**config.mk**
```make
export PLATFORM = sky130hd
export DESIGN_NAME = fwd_hazard_ctrl
export DESIGN_NICKNAME = d
export VERILOG_FILES = /design/src/rtl/fwd_hazard_ctrl.sv
export SDC_FILE = /design/constraint.sdc
export NUM_CORES = 1
export LEC_CHECK = 0
export BUFFER_PORTS_ARGS = -buffer_cell sky130_fd_sc_hd__buf_2
export CORE_UTILIZATION = 55
export DETAILED_ROUTE_END_ITERATION = 6
export PLACE_DENSITY = 0.76
export SKIP_LAST_GASP = 1
export SLEW_MARGIN = 0
export SYNTH_ARGS = -nofsm -noshare
export SYNTH_HDL_FRONTEND = slang
export SYNTH_SLANG_ARGS = --single-unit
export TNS_END_PERCENT = 30
```
**constraint.sdc**
```tcl
create_clock -name clk -period 2.1 [get_ports clk]
set_clock_uncertainty 0.05 [all_clocks]
set_input_delay 0.315 -clock clk [delete_from_list [all_inputs] [get_ports clk]]
set_output_delay 0.315 -clock clk [all_outputs]
set_load 0.02 [all_outputs]
```
**src/rtl/fwd_hazard_ctrl.sv**
```systemverilog
// EX-stage operand forwarding selects and load-use stall control.
// Keeps shadow EX/MEM/WB dest fields; datapath supplies ID fields only.
module fwd_hazard_ctrl #(
  parameter int REG_AW            = 5,
  parameter int LOAD_STALL_CYCLES = 1
) (
  input  logic              clk,
  input  logic              rst_n,
  input  logic              id_valid,
  input  logic [REG_AW-1:0] id_rs,
  input  logic [REG_AW-1:0] id_rt,
  input  logic              id_use_rs,
  input  logic              id_use_rt,
  input  logic [REG_AW-1:0] id_rd,
  input  logic              id_reg_write,
  input  logic              id_mem_read,
  input  logic              flush,
  input  logic              ext_stall,
  output logic              pc_write,
  output logic              ifid_write,
  output logic              idex_bubble,
  output logic [1:0]        fwd_sel_a,
  output logic [1:0]        fwd_sel_b,
  output logic              stall_active
);

  typedef enum logic {RUN, STALL} state_t;

  typedef struct packed {
    logic              valid;
    logic [REG_AW-1:0] rd;
    logic              reg_write;
    logic              mem_read;
  } ex_dst_t;

  typedef struct packed {
    logic [REG_AW-1:0] rs;
    logic [REG_AW-1:0] rt;
    logic              use_rs;
    logic              use_rt;
  } ex_src_t;

  // Later stages only ever feed forwarding, so mem_read is not carried.
  typedef struct packed {
    logic              valid;
    logic [REG_AW-1:0] rd;
    logic              reg_write;
  } dst_t;

  localparam logic [2:0] CNT_INIT = 3'(LOAD_STALL_CYCLES - 1);

  state_t     state;
  logic [2:0] cnt;
  ex_dst_t    ex_d;
  ex_src_t    ex_s;
  dst_t       mem_d;
  dst_t       wb_d;
  logic       hazard;
  logic       in_stall;
  logic       hit_rs;
  logic       hit_rt;

  // STALL with cnt==0 is only the exit check and behaves like RUN.
  assign in_stall = (state == STALL) && (cnt != 3'd0);

  assign hit_rs = id_use_rs && (id_rs == ex_d.rd);
  assign hit_rt = id_use_rt && (id_rt == ex_d.rd);

  assign hazard = id_valid && ex_d.valid && ex_d.mem_read &&
                  (ex_d.rd != '0) && (hit_rs || hit_rt);

  assign stall_active = (state == STALL);

  function automatic logic [1:0] fsel(
    input logic              use_r,
    input logic [REG_AW-1:0] r,
    input dst_t              m,
    input dst_t              w
  );
    logic [1:0] s;
    s = 2'b00;
    if (use_r && m.valid && m.reg_write &&
        (m.rd != '0) && (m.rd == r))
      s = 2'b01;
    else if (use_r && w.valid && w.reg_write &&
             (w.rd != '0) && (w.rd == r))
      s = 2'b10;
    return s;
  endfunction

  // Operand mux selects from registered shadow state only.
  always_comb begin
    fwd_sel_a = fsel(ex_s.use_rs, ex_s.rs, mem_d, wb_d);
    fwd_sel_b = fsel(ex_s.use_rt, ex_s.rt, mem_d, wb_d);
  end

  // Pipeline write enables: reset, freeze, flush, stall, run.
  always_comb begin
    pc_write    = 1'b0;
    ifid_write  = 1'b0;
    idex_bubble = 1'b1;
    if (rst_n) begin
      if (ext_stall) begin
        idex_bubble = 1'b0;
      end else if (flush) begin
        pc_write    = 1'b1;
        ifid_write  = 1'b1;
      end else if (in_stall || hazard) begin
        idex_bubble = 1'b1;
      end else begin
        pc_write    = 1'b1;
        ifid_write  = 1'b1;
        idex_bubble = !id_valid;
      end
    end
  end

  // Shadow EX/MEM/WB fields advance unless frozen.
  always_ff @(posedge clk or negedge rst_n) begin
    if (!rst_n) begin
      ex_d  <= '0;
      ex_s  <= '0;
      mem_d <= '0;
      wb_d  <= '0;
    end else if (!ext_stall) begin
      wb_d            <= mem_d;
      mem_d.valid     <= ex_d.valid;
      mem_d.rd        <= ex_d.rd;
      mem_d.reg_write <= ex_d.reg_write;
      if (idex_bubble) begin
        ex_d <= '0;
        ex_s <= '0;
      end else begin
        ex_d.valid     <= id_valid;
        ex_d.rd        <= id_rd;
        ex_d.reg_write <= id_reg_write;
        ex_d.mem_read  <= id_mem_read;
        ex_s.rs        <= id_rs;
        ex_s.rt        <= id_rt;
        ex_s.use_rs    <= id_use_rs;
        ex_s.use_rt    <= id_use_rt;
      end
    end
  end

  // Load-use stall FSM with bubble counter.
  always_ff @(posedge clk or negedge rst_n) begin
    if (!rst_n) begin
      state <= RUN;
      cnt   <= 3'd0;
    end else if (!ext_stall) begin
      if (flush) begin
        state <= RUN;
        cnt   <= 3'd0;
      end else if (in_stall) begin
        cnt   <= cnt - 3'd1;
      end else if (hazard) begin
        state <= STALL;
        cnt   <= CNT_INIT;
      end else begin
        state <= RUN;
      end
    end
  end

endmodule
```
==> flow_summary.ini <==
[global_route]
grt_pass1_wl_mm = 7.03
antenna_found_initial = 0
grt_use_total_pct = 27.4
grt_remaining_overflow = 0
grt_pass1_vias = 1427
grt_max_degree = 39

[setup_path]
r2r_start = ex_d[3]$_DFFE_PN0N_
rr_worst_depth = 7
cp-end-kind = output pin
worstPathArrival_ns = 1.88
required_ns = 1.74
path_class = reg2out
reg2reg_slack_ns = 0.30
cp_max_fo = 2
startpoint_type = register
r2r-end = ex_d[3]$_DFFE_PN0N_

[clock_tree]
clock-sinks = 38
h-tree-depth = 2
cts.path.max_buffers = 2
clk_transition_reported_paths_ns = 0.11
holdBufCountCts = 0
cts-buffers-inserted = 5
cts_tree = built
clk_latency_ns = 0.35
clockRootBuffer = clkbuf_4

[power]
p_leak_nw = 1.14
ir_drop_uv = 382
p_per_area_nw_per_um2 = 635

[layout]
area_growth_pct = 22.7
n_antenna_cell = 0
stdcell_count = 254
layout.nets = 233
drive_gt1_share_pct = 41.8

[yosys]
ys_types = 31
synth_ff_type = dfrtp_1
synthArstFlopShare_pct = 100
syn_avg_cell_area_um2 = 11.9
yosysMostFrequentCell = dfrtp_1
yosysWarnings = 0
yosysTopAreaCell = dfrtp_1
yosys-top-cells-area = dfrtp_1 (50%), xnor2_1 (10%), a22o_1 (8.7%)
ys_seq_area_share_pct = 49.7
syn_inst = 160
synth.net_count = 186
syn_area_um2 = 1910
ys_ff_latch = 38
ys_top_cells_by_count = dfrtp_1 (38), xnor2_1 (22), a22o_1 (19)
yosysTopAreaCellShare_pct = 49.7
synth_edf_count = 0

[routing]
wl_per_cell_um = 17.4
drtIter0Drc = 54
ant_nets = 0
viasPerCell = 5.80
drt_pre_antenna_iters = 4
drc = 0
wl_mm = 4.41
via_count = 1473

[sta]
max_slew.worst_pin.slew_ns = 0.484
rsz0062_at_grt = true
fin_crit_sh_pct = 107
report.final.slew_viol_count = 0
finalSetupViolCount = 7
timing.hold.ws_ns = -0.0114
max_slew_margin_pct = 67.7
worst_slack_ns = -0.149
fmax_mhz = 445
finalCriticalPeriod_ns = 2.25
hold_viol = 20

[job]
drv_cap = 0

[placed_design]
dp.cells = 237
place.gp.congestion = 0.812
dp_hpwl_mm = 3.13
io_buffer_count = 31

[die]
num_rows = 21
core_area_um2 = 3340
die_h_um = 61.0
ios = 32
dieArea_um2 = 3720
die_x_um = 61.0
start_util_pct = 57.3

[status]
status = complete, but fails checks
violations = hold timing, setup timing

[min_path]
hold_path.class = in2async
flip-flops by register name, summed over array words and instances (netlist names):
name	cells
mem_d	7
stall_active	1
wb_d	7
ex_d	8
cnt	3
ex_s	12
worst max-delay path, cell delays in order (launching register included):
cell and delay (ns):
dfrtp_1 0.40, or4_4 0.56, o211ai_4 0.20, nor3_2 0.06, nor3_1 0.12, buf_2 0.19
metrics by stage:
stage	utilization (%)	setup TNS [ns]	power (mW)	instance area, µm²	setup WS [ns]
4_1_cts	70.1	-0.763	1.49	2340	-0.178
5_1_grt	70.3	-1.32	1.56	2350	-0.237
2_1_floorplan	-	-0.0433	0.967	1920	-0.0433
3_5_place_dp	64.0	0	1.06	2140	0.0701
6_report	70.3	-0.604	1.49	2350	-0.149
3_3_place_gp	64.0	0	1.05	2140	0.147
layout by cell type, fill, tap and decap left out, types with 2 or more instances in the layout:
cell,count
xnor2_2,3
ha_1,2
nand2_1,8
nor3_1,2
clkbuf_4,5
nand4_1,4
dfrtp_2,2
dfrtp_1,36
xnor2_1,19
mux2_2,14
o31ai_1,3
inv_1,4
nor3_2,3
a22o_1,19
nand3_1,4
xor2_1,8
a31o_2,3
nor4_1,2
buf_4,17
a21oi_1,2
buf_2,29
layout make-up:
cell class / count / area (µm²)
clock buffer: 7 / 55.1
multi-input combinational: 111 / 976
inverter: 4 / 15.0
sequential: 38 / 953
clock inverter: 1 / 5.00
timing repair buffer: 47 / 284
fill: 244 / 991
tap: 46 / 57.6
what timing repair did:
item,in CTS,in global routing
resized for setup,17,1
pin swaps,17,2
buffers inserted,8,1
endpoints found under the setup margin,7,7
where the power goes:
| part | internal, mW | switching (mW) | total, mW |
|---|---|---|---|
| clock network | 0.162 | 0.243 | 0.406 |
| logic | 0.142 | 0.128 | 0.270 |
| registers | 0.771 | 0.0424 | 0.813 |
worst max-delay path by stage:
stage              endpoint  slack (ns)  depth (start not counted)                  from
6_report       fwd_sel_b[1]       -0.15                          5  mem_d[4]$_DFFE_PN0N_
5_1_grt        fwd_sel_b[1]       -0.24                          5  mem_d[4]$_DFFE_PN0N_
4_1_cts        fwd_sel_b[1]       -0.18                          5  mem_d[4]$_DFFE_PN0N_
3_5_place_dp       pc_write        0.07                          7    cnt[0]$_DFFE_PN0P_
3_3_place_gp   fwd_sel_b[1]        0.15                          5  mem_d[4]$_DFFE_PN0N_
2_1_floorplan  fwd_sel_b[1]       -0.04                          4  mem_d[2]$_DFFE_PN0N_
metal layers:
metal  wire, µm  track usage (%)  up-vias
met5          0                0        -
met4        129             12.7        0
met3        231             7.04       13
met2       2150             42.9       62
met1       1900             35.8      720
li1           -                -      678
cells by family after synthesis:
group                    synth area share [%]
flip-flops                               49.7
AO/OA/AOI/OAI                            16.0
multiplexers                             8.25
XOR/XNOR                                 13.7
buffers and inverters                    3.14
adder cells (fa/ha/maj)                  1.31
AND/OR/NAND/NOR                          7.85
Note: power is estimated with default switching activity, not from simulation.
